<file path="src/rtl/pal_pkg.sv">
// Shared constants, types and sizing helpers for the PAL configuration loader.
package pal_pkg;

    localparam int unsigned NUM_INPUTS_DEF        = 8;
    localparam int unsigned NUM_INTERM_STAGES_DEF = 14;
    localparam int unsigned NUM_OUTPUTS_DEF       = 4;
    localparam logic [7:0]  CRC8_POLY             = 8'h07;

    typedef enum logic [2:0] {
        IDLE      = 3'd0,
        WAIT_BYTE = 3'd1,
        SHIFT_LO  = 3'd2,
        SHIFT_HI  = 3'd3,
        CHECK     = 3'd4,
        FINISH    = 3'd5,
        FAIL      = 3'd6
    } pal_state_e;

    // AND-plane (true and complement per input) plus OR-plane bits.
    function automatic int unsigned bitstream_len(input int unsigned ni,
                                                  input int unsigned ns,
                                                  input int unsigned no);
        return 2 * ni * ns + ns * no;
    endfunction

    function automatic int unsigned num_cfg_bytes(input int unsigned len);
        return (len + 7) / 8;
    endfunction

endpackage

</file>
<file path="src/rtl/pal_cfg_crc8.sv">
// Byte-wide CRC-8 accumulator (MSB-first, init 0x00); only exists when
// PAL_CFG_CRC_EN is defined.
`ifdef PAL_CFG_CRC_EN
module pal_cfg_crc8
    import pal_pkg::*;
(
    input  logic       clk,
    input  logic       rst_n,
    input  logic       clear,
    input  logic       update,
    input  logic [7:0] data,
    output logic [7:0] crc
);

    logic [7:0] crc_next;

    // Fold one byte into the running CRC, eight polynomial steps.
    always_comb begin
        crc_next = crc ^ data;
        for (int i = 0; i < 8; i++) begin
            crc_next = crc_next[7] ? (8'(crc_next << 1) ^ CRC8_POLY) : 8'(crc_next << 1);
        end
    end

    // Accumulator register.
    always_ff @(posedge clk or negedge rst_n) begin
        if (!rst_n) begin
            crc <= 8'h00;
        end else if (clear) begin
            crc <= 8'h00;
        end else if (update) begin
            crc <= crc_next;
        end
    end

endmodule
`endif

</file>
<file path="src/rtl/pal_cfg_loader.sv">
// Streams a byte-fed configuration bitstream into a PAL serial chain.
// Optional feature: PAL_CFG_CRC_EN appends a CRC-8 byte that is checked
// before the PAL outputs are enabled.
module pal_cfg_loader
    import pal_pkg::*;
#(
    parameter int unsigned NUM_INPUTS        = NUM_INPUTS_DEF,
    parameter int unsigned NUM_INTERM_STAGES = NUM_INTERM_STAGES_DEF,
    parameter int unsigned NUM_OUTPUTS       = NUM_OUTPUTS_DEF,
    parameter int unsigned CLK_DIV           = 1
) (
    input  logic       clk,
    input  logic       rst_n,
    input  logic       start,
    input  logic [7:0] byte_in,
    input  logic       byte_valid,
    output logic       byte_ready,
    output logic       cfg_data,
    output logic       cfg_clk,
    output logic       pal_enable,
    output logic       busy,
    output logic       done,
    output logic       error
);

    localparam int unsigned LEN   = bitstream_len(NUM_INPUTS, NUM_INTERM_STAGES, NUM_OUTPUTS);
    localparam int unsigned BIT_W = $clog2(LEN + 1);
    localparam int unsigned DIV_W = (CLK_DIV > 1) ? $clog2(CLK_DIV) : 1;
    localparam logic [BIT_W-1:0] LAST_BIT = BIT_W'(LEN - 1);
    localparam logic [DIV_W-1:0] DIV_LAST = DIV_W'(CLK_DIV - 1);

    pal_state_e       state_q;
    pal_state_e       state_d;
    logic [DIV_W-1:0] div_q;
    logic [BIT_W-1:0] bit_q;
    logic [7:0]       sh_q;
    logic             start_take;
    logic             byte_take;
    logic             div_end;
    logic             last_bit;
    logic             byte_end;
    logic             check_pass;

    assign start_take = start && (state_q == IDLE || state_q == FINISH || state_q == FAIL);
    assign byte_take  = byte_valid && (state_q == WAIT_BYTE);
    assign div_end    = (div_q == DIV_LAST);
    assign last_bit   = (bit_q == LAST_BIT);
    assign byte_end   = (bit_q[2:0] == 3'd7);

`ifdef PAL_CFG_CRC_EN
    logic       all_shifted;
    logic [7:0] crc_val;
    logic [7:0] crc_rx;

    assign all_shifted = (bit_q == BIT_W'(LEN));

    pal_cfg_crc8 u_crc (
        .clk    (clk),
        .rst_n  (rst_n),
        .clear  (start_take),
        .update (byte_take && !all_shifted),
        .data   (byte_in),
        .crc    (crc_val)
    );

    // Capture the trailing CRC byte once the whole bitstream has gone out.
    always_ff @(posedge clk or negedge rst_n) begin
        if (!rst_n) begin
            crc_rx <= 8'h00;
        end else if (byte_take && all_shifted) begin
            crc_rx <= byte_in;
        end
    end

    assign check_pass = (crc_rx == crc_val);

    // Sticky failure flag, cleared by a new load.
    always_ff @(posedge clk or negedge rst_n) begin
        if (!rst_n) begin
            error <= 1'b0;
        end else if (start_take) begin
            error <= 1'b0;
        end else if (state_q == CHECK && !check_pass) begin
            error <= 1'b1;
        end
    end
`else
    assign check_pass = 1'b1;
    assign error      = 1'b0;
`endif

    // State register.
    always_ff @(posedge clk or negedge rst_n) begin
        if (!rst_n) begin
            state_q <= IDLE;
        end else begin
            state_q <= state_d;
        end
    end

    // Next-state logic; start is only honoured outside a load.
    always_comb begin
        state_d = state_q;
        case (state_q)
            IDLE, FINISH, FAIL: begin
                if (start) state_d = WAIT_BYTE;
            end
            WAIT_BYTE: begin
                if (byte_valid) begin
`ifdef PAL_CFG_CRC_EN
                    state_d = all_shifted ? CHECK : SHIFT_LO;
`else
                    state_d = SHIFT_LO;
`endif
                end
            end
            SHIFT_LO: begin
                if (div_end) state_d = SHIFT_HI;
            end
            SHIFT_HI: begin
                if (div_end) begin
                    if (last_bit) begin
`ifdef PAL_CFG_CRC_EN
                        state_d = WAIT_BYTE;
`else
                        state_d = CHECK;
`endif
                    end else if (byte_end) begin
                        state_d = WAIT_BYTE;
                    end else begin
                        state_d = SHIFT_LO;
                    end
                end
            end
            CHECK:   state_d = check_pass ? FINISH : FAIL;
            default: state_d = IDLE;
        endcase
    end

    // Datapath and registered outputs, decoded from the upcoming state.
    always_ff @(posedge clk or negedge rst_n) begin
        if (!rst_n) begin
            byte_ready <= 1'b0;
            cfg_data   <= 1'b0;
            cfg_clk    <= 1'b0;
            pal_enable <= 1'b0;
            busy       <= 1'b0;
            done       <= 1'b0;
            div_q      <= '0;
            bit_q      <= '0;
            sh_q       <= 8'h00;
        end else begin
            byte_ready <= (state_d == WAIT_BYTE);
            cfg_clk    <= (state_d == SHIFT_HI);
            busy       <= (state_d == WAIT_BYTE) || (state_d == SHIFT_LO) ||
                          (state_d == SHIFT_HI)  || (state_d == CHECK);
            div_q      <= ((state_q == SHIFT_LO || state_q == SHIFT_HI) && !div_end)
                          ? div_q + DIV_W'(1) : '0;

            if (start_take) begin
                bit_q      <= '0;
                done       <= 1'b0;
                pal_enable <= 1'b0;
            end else if (state_q == SHIFT_HI && div_end) begin
                bit_q <= bit_q + BIT_W'(1);
            end

            if (state_q == CHECK && check_pass) begin
                done       <= 1'b1;
                pal_enable <= 1'b1;
            end

            // New data bit only ever appears together with cfg_clk falling/low.
            if (byte_take && state_d == SHIFT_LO) begin
                cfg_data <= byte_in[0];
                sh_q     <= byte_in >> 1;
            end else if (state_q == SHIFT_HI && state_d == SHIFT_LO) begin
                cfg_data <= sh_q[0];
                sh_q     <= sh_q >> 1;
            end
        end
    end

endmodule

</file>
<file path="config.mk">
export PLATFORM = sky130hd
export DESIGN_NAME = pal_cfg_loader
export DESIGN_NICKNAME = d
export VERILOG_FILES = /design/src/rtl/pal_pkg.sv /design/src/rtl/pal_cfg_crc8.sv /design/src/rtl/pal_cfg_loader.sv
export SDC_FILE = /design/constraint.sdc
export NUM_CORES = 1
export LEC_CHECK = 0
export CAP_MARGIN = 5
export CELL_PAD_IN_SITES_DETAIL_PLACEMENT = 0
export CELL_PAD_IN_SITES_GLOBAL_PLACEMENT = 1
export CORE_MARGIN = 5
export CORE_UTILIZATION = 25
export DETAILED_ROUTE_END_ITERATION = 7
export GPL_ROUTABILITY_DRIVEN = 0
export HOLD_SLACK_MARGIN = 0.12
export PLACE_DENSITY_LB_ADDON = 0.1
export SYNTH_ARGS = -nofsm -noshare
export SYNTH_HDL_FRONTEND = slang
export SYNTH_SLANG_ARGS = --single-unit
export TNS_END_PERCENT = 1
</file>
<file path="constraint.sdc">
create_clock -name clk -period 4.85 [get_ports clk]
set_input_delay 0.485 -clock clk [delete_from_list [all_inputs] [get_ports clk]]
set_output_delay 0.485 -clock clk [all_outputs]
set_load 0.05 [all_outputs]
</file>
==> results of run 1 <==
## flip-flops by register name (all words and copies together) (netlist names)
signal      cells
state_q         3
div_q           1
cfg_clk         1
busy            1
byte_ready      1
sh_q            7
cfg_data        1
bit_q           9
done            1
## through the flow
step,worst slack [ns],power [mW],instances,hold WS [ns]
3_3_place_gp,2.681,0.6316,216,0.5098
4_1_cts,2.604,0.7676,220,0.5367
2_1_floorplan,2.912,0.5521,135,0.1894
5_1_grt,2.511,0.8141,220,0.5586
3_5_place_dp,2.625,0.6378,216,0.5111
6_report,2.645,0.7521,220,0.5332
## area by class of cell
type                            instances  share of cell area (%)
Clock buffer                            3                   2.590
Clock inverter                          1                  0.3140
Inverter                                7                   1.648
Multi-Input combinational cell         96                   39.56
Sequential cell                        25                   39.25
Tap cell                               70                   5.495
Timing Repair Buffer                   18                   11.15
## path summary, 6_finish.rpt
kind,from,to,slack [ns],cells after the start
hold reg to reg,done$_DFFE_PN0P_,done$_DFFE_PN0P_,0.53,1
min in group asynchronous,rst_n,bit_q[6]$_DFFE_PN0P_,0.57,2
max in group asynchronous,rst_n,sh_q[3]$_DFFE_PN0P_,4.02,2
hold / removal,done$_DFFE_PN0P_,done$_DFFE_PN0P_,0.53,1
setup / recovery,bit_q[0]$_DFFE_PN0P_,sh_q[3]$_DFFE_PN0P_,2.64,6
setup reg to reg,bit_q[0]$_DFFE_PN0P_,sh_q[3]$_DFFE_PN0P_,2.64,6
## where the power goes
group / switching, mW / total [mW] / internal (mW) / leakage [nW]
registers: 0.0621 / 0.334 / 0.272 / 0.311
logic: 0.166 / 0.295 / 0.129 / 0.288
clock network: 0.0662 / 0.124 / 0.0574 / 0.0255
## layer usage
layer | vias up | wire [um]
li1 | 487 | -
met1 | 486 | 1303
met2 | 11 | 1430
met3 | 2 | 91
met4 | 0 | 19
met5 | - | 0
## cells by family (layout without fill, tap and decap cells)
group | after synthesis | in the layout | share of synthesized area (%)
and+or+nand+nor | 54 | 54 | 23.33
adders and majority gates | 3 | 3 | 2.666
AOI/OAI and AO/OA | 23 | 23 | 11.43
other | 1 | 2 | 0.2854
DFF | 25 | 25 | 47.62
xor gates and xnor gates | 7 | 7 | 4.667
buffers and inverters | 14 | 29 | 4.666
muxes | 7 | 7 | 5.334
## cell usage after synthesis, drive strengths merged
master,number,area [um^2]
nor2,17,63.81
and4bb,3,41.29
a211oi,1,20.02
o21ai,3,15.01
inv,7,26.28
clkbuf,4,15.01
nand3,4,20.02
maj3,1,10.01
conb,1,3.750
dfrtp,25,625.6
a31o,1,8.760
nand4,1,6.260
ha,2,25.02
nand2b,1,6.260
a21oi,13,65.06
nand2,10,37.54
a21o,1,8.760
xnor2,6,52.55
nor2b,4,25.02
or3,1,6.260
a31oi,1,6.260
or3b,1,8.760
nand4bb,2,22.52
xor2,1,8.760
a22o,1,8.760
mux2i,7,70.07
a21boi,1,11.26
nor4,4,31.28
buf,3,20.01
and3,1,6.260
nor3b,1,7.510
nand4b,1,8.760
nor3,3,15.01
o22ai,1,6.260
==> results.md, run 1 <==
* Footprint of the multi-input gates at 630.6 um^2
* Synthesized instance count at 134
* Unique masters post-synth at 37
* Core Box Area at 5107 um^2
* Post-CTS Setup Inserts at 0
* GR Util All Layers at 9.588%
* Worst-path fanout max at 8
* Run status: finished clean
* Power Dens Cells at 471.8 nW/um^2
* Port bufs at 17
* MaxCap Viol Count at 0
* CTS Sinks at 25
* Syn_area_per_cell at 9.804 um^2
* Worst path arrival time at 2.33 ns
* RSZ-0062 raised after global routing: no
* Met3 Resource Use GR at 3.145%
* H-tree levels at 1
* Worst-skew pair later-pin latency at 0.27 ns
* Grt ovf at 0
* DP Wirelength at 2128 um
* HP Class: reg2reg
* TNS Setup at 0 ns
* Final setup fails at 0
* Slowest CP cell: a211oi_4
* Leak at 0.6247 nW
* Clock skew at 0.003346 ns
* TritonCTS buffer count at 3
* M1 GR Usage at 11.69%
* Worst-path cell chain: ha_1 -> ha_1 -> nand4bb_1 -> a211oi_4 -> mux2i_1 -> a21oi_1
* CP Capture Type: register
* Gates resized, CTS repair at 0
* Full die area at 6805 um^2
* Fill cells at 552
* Fin area at 1594 um^2
* Drt total wl at 2844 um
* Post-layout util at 31.21%
* Largest net degree at the start of global routing at 26
* Worst-Margin Slew at 0.6087 ns
* Period minus WS final at 2.206 ns
* Num rows at 26
* Most frequent cells in the layout: 25 x dfrtp_1, 17 x nor2_1, 17 x clkdlybuf4s50_1
* Storage element area at 625.6 um^2
* WL/cell at 12.93 um
* Post-route ant nets at 0
* Fraction of layout cells with a size suffix above 1 at 9.333%
* Slew headroom at 59.31%
* I/O pin cnt at 19
* Max clock buf depth at 2
* P&R area growth vs syn at 21.33%
* Gr busiest metal: met2
* Delay-heaviest family, CP: compound AO/OA/AOI/OAI gates
* First-pass GRT wire length at 4864 um
* Critical path startpoint category: register
* Initial core utilization at 25.72%
* WP data required at 4.97 ns
* Netlist Area Pre-Place at 1314 um^2
* CTS root buf: clkbuf_8
* CP peak stage delay at 0.55 ns
* Critical path class: reg2reg
* Tcrit/Tclk final at 45.47%
* 1st-iter DRT viols at 52
* Fmax at 453.4 MHz
* DP Area at 1548 um^2
* Max rail drop VDD at 238.4 uV
* Worst Path Buf+Inv at 0
* FF+latch count, synth at 25
* Synth warnings at 0
* Slew Limit Fails at 0
* Pre-antenna DRT Iters at 4
* DIE WIDTH at 82.49 um
* CTS tree: yes
* Antenna Cells at 0
* Final Hold Fails at 0
* Global Route met2 Usage at 16.51%
* Cell mode on critical path: ha_1
* Clock Pin Slew Worst Setup and Hold Paths at 0.09 ns
* DRC at 0
* Hold bufs inserted after CTS at 0
* Routed vias at 986
* Vias in the first global route at 992
* Drt via density at 4.482
* Sequential cell area fraction in the yosys report at 47.62%
* Final net count at 165
* Die height at 82.49 um
* Initial antenna violation count at 0
* Leading cell type in the layout, fill and taps excluded: dfrtp_1
No activity file was read; power rests on OpenSTA's default activity.
==> run 2: changes to the inputs <==
==> constraint.sdc (replaced) <==
create_clock -name clk -period 2.1 [get_ports clk]
set_input_delay 0.21 -clock clk [delete_from_list [all_inputs] [get_ports clk]]
set_output_delay 0.21 -clock clk [all_outputs]
set_load 0.05 [all_outputs]
==> run 2 against run 1 <==
Sequential cell count did not move. Core utilization grew 0.51 points. First-iteration DRC count fell by 31%. Total power is 130% higher. Clock skew down 0.0017 ns. Routed wire length down 3.7%.
==> results.md, run 2 (synthesized netlist as in run 1, its figures left out) <==
* Worst-path fanout max at 8 (unchanged)
* P&R area growth vs syn at 23.33%
* Final net count at 167 (+1.2%)
* Fill cells at 541 (-2.0%)
* Die height at 82.49 um (unchanged)
* DP Area at 1575 um^2 (+1.8%)
* Cell mode on critical path: ha_1
* Leak at 0.6347 nW (+1.6%)
* WP data required at 2.25 ns (-2.72 ns)
* CTS Sinks at 25 (unchanged)
* Num rows at 26 (unchanged)
* Tcrit/Tclk final at 94.36% (+49 points)
* MaxCap Viol Count at 0 (unchanged)
* CP Capture Type: register
* Worst setup margin at 0.1185 ns (-2.526 ns)
* CP peak stage delay at 0.42 ns (-0.13 ns)
* Fmax at 504.7 MHz (+11%)
* Slowest CP cell: dfrtp_1
* Slew Limit Fails at 0 (unchanged)
* Pre-CTS setup slack at 0.1095 ns (-2.516 ns)
* First-pass GRT wire length at 4836 um (-0.58%)
* Leading cell type in the layout, fill and taps excluded: dfrtp_1
* DP Wirelength at 2017 um (-5.2%)
* I/O pin cnt at 19 (unchanged)
* Full die area at 6805 um^2 (unchanged)
* WL/cell at 12.34 um (-4.6%)
* TritonCTS buffer count at 3 (unchanged)
* Post-CTS Setup Inserts at 0 (unchanged)
* Post-route ant nets at 0 (unchanged)
* 1st-iter DRT viols at 36 (-31%)
* Worst-Margin Slew at 0.5004 ns (-0.1083 ns)
* Most frequent cells in the layout: 25 x dfrtp_1, 17 x nor2_1, 17 x clkdlybuf4s50_1
* Max rail drop VDD at 376.2 uV (+58%)
* Power Dens Cells at 1086 nW/um^2 (+130%)
* Max reg flops at 9 (unchanged)
* Grt ovf at 0 (unchanged)
* Clock Pin Slew Worst Setup and Hold Paths at 0.08 ns (about the same)
* Clock skew at 0.001625 ns (-0.001721 ns)
* Run status: finished clean
* TNS Setup at 0 ns (unchanged)
* Final setup fails at 0 (unchanged)
* CTS root buf: clkbuf_8
* Fraction of layout cells with a size suffix above 1 at 9.868% (+0.54 points)
* Largest net degree at the start of global routing at 26 (unchanged)
* Routed vias at 971 (-1.5%)
* Worst path arrival time at 2.14 ns (-0.19 ns)
* Max clock buf depth at 2 (unchanged)
* Critical path class: reg2reg
* Drt total wl at 2739 um (-3.7%)
* Slew headroom at 66.54% (+7.2 points)
* Gates resized, CTS repair at 0 (unchanged)
* Largest register by flop count: bit_q
* CTS tree: yes
* Drt via density at 4.374 (-2.4%)
* Hold bufs inserted after CTS at 0 (unchanged)
* Period minus WS final at 1.981 ns (-0.2240 ns)
* DIE WIDTH at 82.49 um (unchanged)
* Final Hold Fails at 0 (unchanged)
* Pre-antenna DRT Iters at 4 (unchanged)
* Critical path startpoint category: register
* Port bufs at 17 (unchanged)
* Core Box Area at 5107 um^2 (unchanged)
* H-tree levels at 1 (unchanged)
* Initial antenna violation count at 0 (unchanged)
* Antenna Cells at 0 (unchanged)
* Worst-path cell chain: ha_1 -> ha_1 -> nand4bb_1 -> a211oi_4 -> buf_12 -> mux2i_1 -> a21oi_1
* RSZ-0062 raised after global routing: no
* Top Registers: bit_q: 9 flops, sh_q: 7 flops, state_q: 3 flops
* Initial core utilization at 25.72% (unchanged)
* Worst-skew pair later-pin latency at 0.27 ns (about the same)
* Fin area at 1620 um^2 (+1.6%)
* HP Class: in2async
* DRC at 0 (unchanged)
* Vias in the first global route at 1,017 (+2.5%)
* GR Util All Layers at 9.424% (-0.16 points)
run 2: cell types whose count changed in the layout (fill, tap and decap cells not counted):
cell,previous run,this run
buf_12,0,1
buf_4,1,2
clkbuf_1,0,1
clkinv_2,1,0
run 2: path summary, 6_finish.rpt:
kind / slack, ns / cells after the start / from / end
min in group clk: 0.51 / 3 / byte_in[7] / sh_q[6]$_DFFE_PN0P_
setup reg to reg: 0.12 / 7 / bit_q[0]$_DFFE_PN0P_ / sh_q[2]$_DFFE_PN0P_
setup / recovery: 0.12 / 7 / bit_q[0]$_DFFE_PN0P_ / sh_q[2]$_DFFE_PN0P_
hold / removal: 0.30 / 2 / rst_n / bit_q[6]$_DFFE_PN0P_
max in group asynchronous: 1.54 / 2 / rst_n / cfg_clk$_DFF_PN0_
hold reg to reg: 0.52 / 1 / done$_DFFE_PN0P_ / done$_DFFE_PN0P_
run 2: where the power goes:
group	total, mW	switching [mW]	leakage (nW)	internal (mW)
Combinational	0.708	0.386	0.301	0.322
Sequential	0.766	0.138	0.311	0.627
Clock	0.285	0.149	0.0228	0.136
run 2: area by class of cell:
class	count	area, um^2	share of cell area, %
Clock buffer	4	45.04	2.780
Tap cell	70	87.58	5.405
Multi-Input combinational cell	96	630.6	38.92
Inverter	7	26.28	1.622
Sequential cell	25	625.6	38.61
Timing Repair Buffer	20	205.2	12.66
run 2: worst max-delay path: cells and delay by family, from the launching register on:
family	cells	cell delay, ns
fa+ha+maj	2	0.46
flops	1	0.42
compound gates	2	0.38
simple gates	1	0.26
mux	1	0.19
buf+inv	1	0.16
run 2: layer usage:
layer	share of wire (%)	routed length [um]	global-route usage, %
met1	49	1336	12.68
met2	46	1261	14.58
met3	3.6	98	2.386
met4	1.5	42	3.431
met5	0	0	0
run 2: through the flow:
stage	power [mW]	std cells	hold WS, ns	util, %
global placement	1.487	218	0.5068	30.84
finish	1.759	222	0.3048	31.72
global route	1.911	222	0.3309	31.72
detailed placement	1.493	218	0.5110	30.84
CTS	1.795	222	0.3053	31.72
floorplan	1.275	135	-0.08559	-
==> run 3: changes to the inputs <==
--- a/config.mk
+++ b/config.mk
@@ -8,7 +8,6 @@
 export CAP_MARGIN = 5
 export CELL_PAD_IN_SITES_DETAIL_PLACEMENT = 0
 export CELL_PAD_IN_SITES_GLOBAL_PLACEMENT = 1
-export CORE_MARGIN = 5
 export CORE_UTILIZATION = 25
 export DETAILED_ROUTE_END_ITERATION = 7
 export GPL_ROUTABILITY_DRIVEN = 0
==> run 3 against run 2 <==
Total power shrank 0.23%. Clock power is essentially flat. Final cell count is the same. First-iteration DRC count grew 2.8%. Global-route usage grew 1.4 points. Via count shrank 0.10%. Sequential power grew 0.7%. Critical path type unchanged. Critical endpoint is now sh_q[3]$_DFFE_PN0P_. Largest cell class unchanged. Largest power group unchanged.
==> results.md, run 3 (synthesized netlist as in run 1, its figures left out) <==
* Clock skew at 0.004031 ns (+0.002406 ns)
* Tot Pwr at 1.755 mW (-0.23%)
* First-pass GRT wire length at 4491 um (-7.1%)
* Top Registers: bit_q: 9 flops, sh_q: 7 flops, state_q: 3 flops
* Antenna Cells at 0 (unchanged)
* Final Hold Fails at 0 (unchanged)
* 1st-iter DRT viols at 37 (+2.8%)
* Routed vias at 970 (-0.10%)
* Uppermost routed layer: met4
* Grt ovf at 0 (unchanged)
* Vias in the first global route at 931 (-8.5%)
* Max clock buf depth at 2 (unchanged)
* Slew headroom at 66.78% (+0.24 points)
* WP data required at 2.26 ns (about the same)
* GR Util All Layers at 10.85% (+1.4 points)
* Final setup fails at 0 (unchanged)
* Power Dens Cells at 1082 nW/um^2 (-0.31%)
* Met1 wire length at 1316 um (-1.5%)
* WL/cell at 11.50 um (-6.8%)
* Tcrit/Tclk final at 91.19% (-3.2 points)
* Leak at 0.6374 nW (+0.43%)
* Drt total wl at 2554 um (-6.8%)
* Die height at 74.49 um (-9.7%)
* Largest register by flop count: bit_q
* Worst-skew pair later-pin latency at 0.27 ns (about the same)
* Initial antenna violation count at 0 (unchanged)
* Drt via density at 4.369 (-0.10%)
* Worst path arrival time at 2.07 ns (-0.07 ns)
* Fmax at 522.2 MHz (+3.5%)
* Worst setup margin at 0.1850 ns (+0.06650 ns)
* P&R area growth vs syn at 23.43% (about the same)
* CP Capture Type: register
* Max rail drop VDD at 343.7 uV (-8.6%)
* Reg2Reg Launch Point: bit_q[0]$_DFFE_PN0P_
* Final net count at 167 (unchanged)
* Critical path startpoint category: register
* HP Class: in2async
* H-tree levels at 1 (unchanged)
* Post-layout util at 31.95% (+0.23 points)
* Pre-CTS setup slack at 0.1320 ns (+0.02253 ns)
* CTS root buf: clkbuf_8
* Final hold slack at 0.3038 ns (-0.001046 ns)
* Most frequent cells in the layout: 25 x dfrtp_1, 17 x nor2_1, 17 x clkdlybuf4s50_1
* CTS Sinks at 25 (unchanged)
* CTS tree: yes
* Initial core utilization at 25.89% (+0.16 points)
* Max reg flops at 9 (unchanged)
* I/O pin cnt at 19 (unchanged)
* Reg-to-reg setup timing slack at 0.19 ns (+0.07 ns)
* Post-CTS Setup Inserts at 0 (unchanged)
* WL met3 at 66 um (-33%)
* Post-route ant nets at 0 (unchanged)
* Critical path class: reg2reg
* Leading cell type in the layout, fill and taps excluded: dfrtp_1
* DP Wirelength at 1784 um (-12%)
* Slew Limit Fails at 0 (unchanged)
* Core Box Area at 5075 um^2 (-0.64%)
* Run status: finished clean
* Hold bufs inserted after CTS at 0 (unchanged)
* DRC at 0 (unchanged)
* Num rows at 26 (unchanged)
* Full die area at 5549 um^2 (-18%)
* Critical register-to-register path endpoint: sh_q[3]$_DFFE_PN0P_
* Clock Pin Slew Worst Setup and Hold Paths at 0.09 ns (about the same)
* Largest net degree at the start of global routing at 26 (unchanged)
* Period minus WS final at 1.915 ns (-0.06650 ns)
* Worst-path fanout max at 8 (unchanged)
* TritonCTS buffer count at 3 (unchanged)
* Pre-antenna DRT Iters at 4 (unchanged)
* RSZ-0062 raised after global routing: no
* Fraction of layout cells with a size suffix above 1 at 10.53% (+0.66 points)
* Port bufs at 17 (unchanged)
* Routed wl met2 at 1127 um (-11%)
* TNS Setup at 0 ns (unchanged)
* Worst-Margin Slew at 0.4968 ns (-0.003593 ns)
* FF-to-FF path depth at 7 (unchanged)
* Gates resized, CTS repair at 0 (unchanged)
* MaxCap Viol Count at 0 (unchanged)
* DIE WIDTH at 74.49 um (-9.7%)
==> run 3: metrics by stage <==
step                cells  instance area, um^2
finish                222                 1622
detailed placement    218                 1575
floorplan             135                 1318
CTS                   222                 1622
global placement      218                 1575
global route          222                 1622
==> run 3: area by class of cell <==
| cell class | count | area, um^2 |
|---|---|---|
| Fill cell | 554 | 3453 |
| Multi-Input combinational cell | 96 | 630.6 |
| Clock inverter | 1 | 5.005 |
| Timing Repair Buffer | 20 | 205.2 |
| Tap cell | 70 | 87.58 |
| Inverter | 7 | 26.28 |
| Sequential cell | 25 | 625.6 |
| Clock buffer | 3 | 41.29 |
==> run 3: how the worst max path moves through the flow <==
stage / startpoint / end / slack (ns)
after global placement: bit_q[0]$_DFFE_PN0P_ / sh_q[0]$_DFFE_PN0P_ / 0.15
after CTS: bit_q[0]$_DFFE_PN0P_ / sh_q[0]$_DFFE_PN0P_ / 0.12
after floorplan: bit_q[0]$_DFFE_PN0P_ / cfg_data$_DFFE_PN0P_ / 0.16
final: bit_q[0]$_DFFE_PN0P_ / sh_q[3]$_DFFE_PN0P_ / 0.19
after detailed placement: bit_q[0]$_DFFE_PN0P_ / sh_q[0]$_DFFE_PN0P_ / 0.13
after global routing: bit_q[0]$_DFFE_PN0P_ / sh_q[0]$_DFFE_PN0P_ / 0.05
==> run 3: critical path, cell delays in order (launching register included) <==
cell and delay, ns:
dfrtp_1 0.43, ha_1 0.24, ha_1 0.20, nand4bb_1 0.26, a211oi_4 0.25, buf_12 0.17, mux2i_1 0.18, a21oi_1 0.08
==> run 3: where the power goes <==
group          internal (mW)  switching (mW)
sequential             0.627           0.144
clock                  0.133           0.154
combinational          0.320           0.378
total                   1.08           0.675
==> run 3: per-layer routing <==
metal	GRT usage, %	up-vias
met3	2.033	4
met2	15.82	14
met4	5.660	0
met1	15.20	459
li1	-	493
met5	0	-
